<file path="src/rtl/pc_sequencer.sv">
// pc_sequencer: three-state PC update engine (IDLE/CALC/DONE); define PC_SEQUENCER_EPC_EN for exception/EPC support
module pc_sequencer #(
  parameter int ADDR_W = 32,
  parameter logic [ADDR_W-1:0] RESET_VECTOR = '0,
  parameter logic [31:0] EXC_VECTOR = 32'h0000_0080
) (
  input  logic              clk,
  input  logic              reset,
  input  logic              start,
  input  logic              stall,
  input  logic              beq,
  input  logic              jump,
  input  logic              jr,
  input  logic              exception,
  input  logic [ADDR_W-1:0] branch_offset,
  input  logic [25:0]       jump_addr,
  input  logic [ADDR_W-1:0] jr_target,
  output logic [ADDR_W-1:0] pc,
  output logic              finish,
  output logic              busy,
  output logic [ADDR_W-1:0] epc
);
`ifdef PC_SEQUENCER_EPC_EN
  localparam bit EPC_ON = 1'b1;
`else
  localparam bit EPC_ON = 1'b0;
  assign epc = '0;
`endif
  typedef enum logic [1:0] {IDLE, CALC, DONE} state_t;
  state_t state;
  logic beq_q, jump_q, jr_q, exc_q;
  logic [ADDR_W-1:0] off_q, jrt_q, p4, next_pc;
  logic [25:0] ja_q;
  // next-PC select on captured controls: exception > jr > jump > beq > sequential
  always_comb begin
    p4 = pc + ADDR_W'(4);
    next_pc = (exc_q && EPC_ON) ? ADDR_W'(EXC_VECTOR)
            : jr_q   ? {jrt_q[ADDR_W-1:2], 2'b00}
            : jump_q ? {p4[ADDR_W-1:28], ja_q, 2'b00}
            : beq_q  ? p4 + (off_q << 2)
            : p4;
  end
  // FSM with registered pc/finish/busy; reset overrides everything
  always_ff @(posedge clk) begin
    if (reset) begin
      state  <= IDLE;
      pc     <= RESET_VECTOR;
      finish <= 1'b0;
      busy   <= 1'b0;
      beq_q  <= 1'b0;
      jump_q <= 1'b0;
      jr_q   <= 1'b0;
      exc_q  <= 1'b0;
      off_q  <= '0;
      jrt_q  <= '0;
      ja_q   <= '0;
`ifdef PC_SEQUENCER_EPC_EN
      epc    <= '0;
`endif
    end else begin
      case (state)
        IDLE: if (start) begin
          beq_q  <= beq;
          jump_q <= jump;
          jr_q   <= jr;
          exc_q  <= exception;
          off_q  <= branch_offset;
          jrt_q  <= jr_target;
          ja_q   <= jump_addr;
          state  <= CALC;
          busy   <= 1'b1;
        end
        CALC: if (!stall) begin
          pc     <= next_pc;
          state  <= DONE;
          finish <= 1'b1;
`ifdef PC_SEQUENCER_EPC_EN
          if (exc_q) epc <= p4;
`endif
        end
        DONE: begin
          state  <= IDLE;
          finish <= 1'b0;
          busy   <= 1'b0;
        end
        default: begin
          state  <= IDLE;
          finish <= 1'b0;
          busy   <= 1'b0;
        end
      endcase
    end
  end
endmodule

</file>
<file path="config.mk">
export PLATFORM = sky130hd
export DESIGN_NAME = pc_sequencer
export DESIGN_NICKNAME = d
export VERILOG_FILES = /design/src/rtl/pc_sequencer.sv
export SDC_FILE = /design/constraint.sdc
export NUM_CORES = 1
export LEC_CHECK = 0
export CORE_MARGIN = 8
export CORE_UTILIZATION = 40
export CTS_BUF_LIST = sky130_fd_sc_hd__clkbuf_8
export CTS_CLUSTER_DIAMETER = 150
export DETAILED_ROUTE_END_ITERATION = 12
export GPL_TIMING_DRIVEN = 0
export PLACE_DENSITY = 0.66
export SYNTH_ARGS = -nofsm -noshare
export SYNTH_HDL_FRONTEND = slang
export SYNTH_SLANG_ARGS = --single-unit
</file>
<file path="constraint.sdc">
create_clock -name clk -period 11.8 [get_ports clk]
set_clock_uncertainty 0.05 [all_clocks]
set_input_delay 2.36 -clock clk [delete_from_list [all_inputs] [get_ports clk]]
set_output_delay 2.36 -clock clk [all_outputs]
set_load 0.02 [all_outputs]
</file>
### Word level (Yosys, flattened, before mapping)

Index checks and enable logic that the tools add are counted.

* flip-flop bits (word level): 127
* output and inout port bits: 66

* add/sub/neg operators: 2
* eq/ne operators: 3
* muxes and demuxes: 10
* bitwise operators: 3
* reductions and logical operators: 6

Operator list (count)
* 32-bit two-way mux: 3
* 32-bit by 3-bit adder with 32-bit output, second input constant: 1
* 32-bit adder: 1
* 2-bit AND reduction: 5
* 2-bit two-way mux: 2
* 2-bit != test, second input constant: 2
* 1-bit one-hot mux with 2 select lines: 2
* 2-bit one-hot mux with 2 select lines: 1
* 1-bit NOT: 3
* 2-bit by 1-bit == test with 1-bit output, second input constant: 1
* 2-bit zero test: 1
* 1-bit two-way mux: 2

### Longest topological paths before layout

* word-level depth: 5
* mapped depth: 16
* gate-level depth less buffers: 14

### Least setup slack after synthesis

No wires, ideal clock.

* path type: input -> register
* from: in stall
* to: reg pc[23]
* data arrival time: 3.926 ns
* path slack: 7.764 ns
* stages on the path: 7
* buffers on the path: 1
* path through: nand2b_1 -> or2_2 -> clkbuf_8 -> nor3_1 -> o221ai_1 -> a31o_2 -> nand2_1

* word-level cells in the longest chain between the ends: 2

Ends and longest elaborated chain
* from (decl): RTL line 10 `input logic stall,`
* 1-bit NOT (no line)
* 2-bit AND reduction (no line)
* to (signal assigned): RTL line 74 `pc <= next_pc;`
* to (decl): RTL line 18 `output logic [ADDR_W-1:0] pc,`

Every way passes these cells.
A chain may end at the register's enable or synchronous reset.

### Worst setup path in the final report

Same ends and word-level chain as after synthesis.

==> results.toml <==
[run_status]
status = "completed"

[logic_synthesis]
async_reset_ff_frac = 0
synth_fa_ha_area_frac = 0.0636
synth-compound-area-share = 0.242
ys.flop_type = "dfxtp_1"
synth_cell_type_count = 76
synth_seq_cells = 123
synth_area_leader_cell = "dfxtp_1"
synth_area_leaders = "dfxtp_1 32%, nand2_1 12%, a21oi_1 9.9%"
yosys_warnings = 0
synth-simple-area-share = 0.223
syn_inst = 1006
muxShareOfSynthArea = 0.0145
synth_top_family_by_area = "compound AO/OA/AOI/OAI gates"
synth_xor_area_frac = 0.0519
synth_seq_area_share = 0.324
syn-cell-area_sq_mm = 0.00760
synth_top_area_frac = 0.324
synth-edff-count = 0
syn_area_per_cell_sq_um = 7.55

[detailed_routing]
vias = 7591
drt_iter0_markers = 670
ant_nets = 0
wl_per_cell_microns = 18.5
drc = 0
drt_wl_total_mm = 26.4
via_per_inst = 5.32
drt_pass1_iterations = 5

[sta]
hold_violations = 0
grt_setup_unrepaired = "no"
hold_slack_ns = 0.409
max_freq_mhz = 209
min_period_ns = 4.79
tns_ns = 0
worst_slew_pin_slew_ns = 1.34
finalSetupViolCount = 0
slew_violations = 0
finalCritPeriodShare = 0.406
relSlewSlack = 0.0993

[hold_path]
holdCritPathClass = "register to register"
min-delay-start = "jrt_q[2]"
holdPathStages = 2

[clock_network]
htreeDepth = 4
clock_latency_ns = 0.45
cts_resized = 0
cts.clk_slew.worst_paths_ns = 0.08
cts_max_path_buffers = 2
cts_root_buf = "clkbuf_8"
ctsHoldBuffers = 0
cts_setup_buffers = 0
cts_tree = "done"
clock-sinks = 123
cts_buffers = 17

[cells_and_area]
area_growth_pct = 27.0
final_net_count = 1318
multiInputGateArea_sq_mm = 0.00465
antenna_cells = 0
register_area_sq_mm = 0.00246
drive_above_1_share = 0.0821
n_fill_cell = 1889
instances_no_fill = 1428

[global_routing]
antenna_found_initial = 0
grt-ovfl-total = 0
grt_max_degree = 17
grt_pass1_wl_mm = 41.3
grt_usage = 0.222
grt_pass1_vias = 7322

[critical_path]
cp_max_fo = 10
cp-start-kind = "primary input"
r2r.worst_path.cells = 14
crit_arrival_ns = 5.13
required_ns = 12.14
cp-end-kind = "register"
timing.rr.start = "pc[4]"
crit_start = "stall"
critical_path_class = "primary input to register"

[die]
die-height_microns = 154
rows = 50
dieWidth_microns = 154
start_util = 0.407
io_pins = 164
die-area_sq_mm = 0.0237
coreArea_sq_mm = 0.0186

[placed_design]
placedCellCount = 1397
port_buffers = 124
dp_hpwl_mm = 20.9
place_congestion = 0.931

[power_and_ir_drop]
vdd_drop_max_uv = 68.2
power.leakage_uw = 0.00393
powerDensity_mw_per_mm2 = 109

[job]
cap_violations = 0
kinds of logic (layout without fill, tap and decap cells):
family | count (synthesis) | in the layout
DFF | 123 | 123
other | 1 | 34
xor gates and xnor gates | 45 | 45
AOI/OAI and AO/OA | 293 | 293
muxes | 11 | 11
buffers and inverters | 113 | 268
adders and majority gates | 38 | 38
and+or+nand+nor | 382 | 382
sequential cells by signal, summed over array words and instances (netlist names):
signal	flops
beq_q	1
jr_q	1
finish	1
off_q	30
busy	1
ja_q	26
jrt_q	30
state	2
pc	30
jump_q	1
cells in the mapped netlist, types with 16 or more instances:
cell	n
inv_1	16
xnor2_1	24
nand3_1	18
o21ai_0	25
xor2_1	21
a21oi_1	151
clkbuf_1	52
nor2_1	45
buf_4	37
ha_1	37
nand2_1	243
a211oi_1	16
dfxtp_1	123
cell type report:
| type | instances | area share |
|---|---|---|
| plain buffers | 97 | 0.0567 |
| clock buffers | 18 | 0.0257 |
| clock inverters | 13 | 0.0152 |
| inverters | 16 | 0.00622 |
| multi-input cells | 803 | 0.482 |
| flip-flops and latches | 123 | 0.255 |
| well taps | 234 | 0.0303 |
| repair buffers | 124 | 0.129 |
worst max-delay path, cell delays in order:
cell,delay [ns]
clkdlybuf4s50_1,0.44
nand2b_1,0.20
or2_2,0.29
clkbuf_8,0.18
nor3_1,1.02
o221ai_1,0.29
a31o_2,0.29
nand2_1,0.06
power breakdown:
group          leakage (uW)  switching, uW  internal (uW)
Clock              0.000195            191            193
Combinational       0.00273            121           87.0
Sequential          0.00101           20.3            438
Total               0.00393            332            719
cells in the final DEF (no fill, tap or decap), drive strengths merged, types with 18 or more instances in the layout:
master,instances
nand2,243
a21oi,153
clkdlybuf4s50,125
dfxtp,123
clkbuf,72
nor2,45
buf,42
ha,37
conb,34
o21ai,26
xnor2,24
xor2,21
nand3,18
through the flow:
stage                     instance area, sq um  total power, uW  setup WS, ns  utilization
final                                     9650             1050          7.01        0.518
after global routing                      9650             1100          6.97        0.518
after CTS                                 9650             1050          7.13        0.518
after detailed placement                  9250              672          6.63        0.496
after global placement                    9250              670          6.72        0.496
after floorplan                           7720              587          7.76            -
metal layers:
layer  routed length, microns  up-vias  track usage
met1                    12700     3445        0.311
met5                        0        -            0
met3                     1950       30       0.0412
li1                         -     3813            -
met2                    11300      303        0.341
met4                      385        0       0.0630
final timing paths:
kind	endpoint	slack (ns)
worst max-delay path	pc[23]	7.01
worst min-delay path	jrt_q[2]	0.41
worst max register to register	pc[31]	7.39
worst min register to register	jrt_q[2]	0.41
Power figures use the tool's default switching activity.
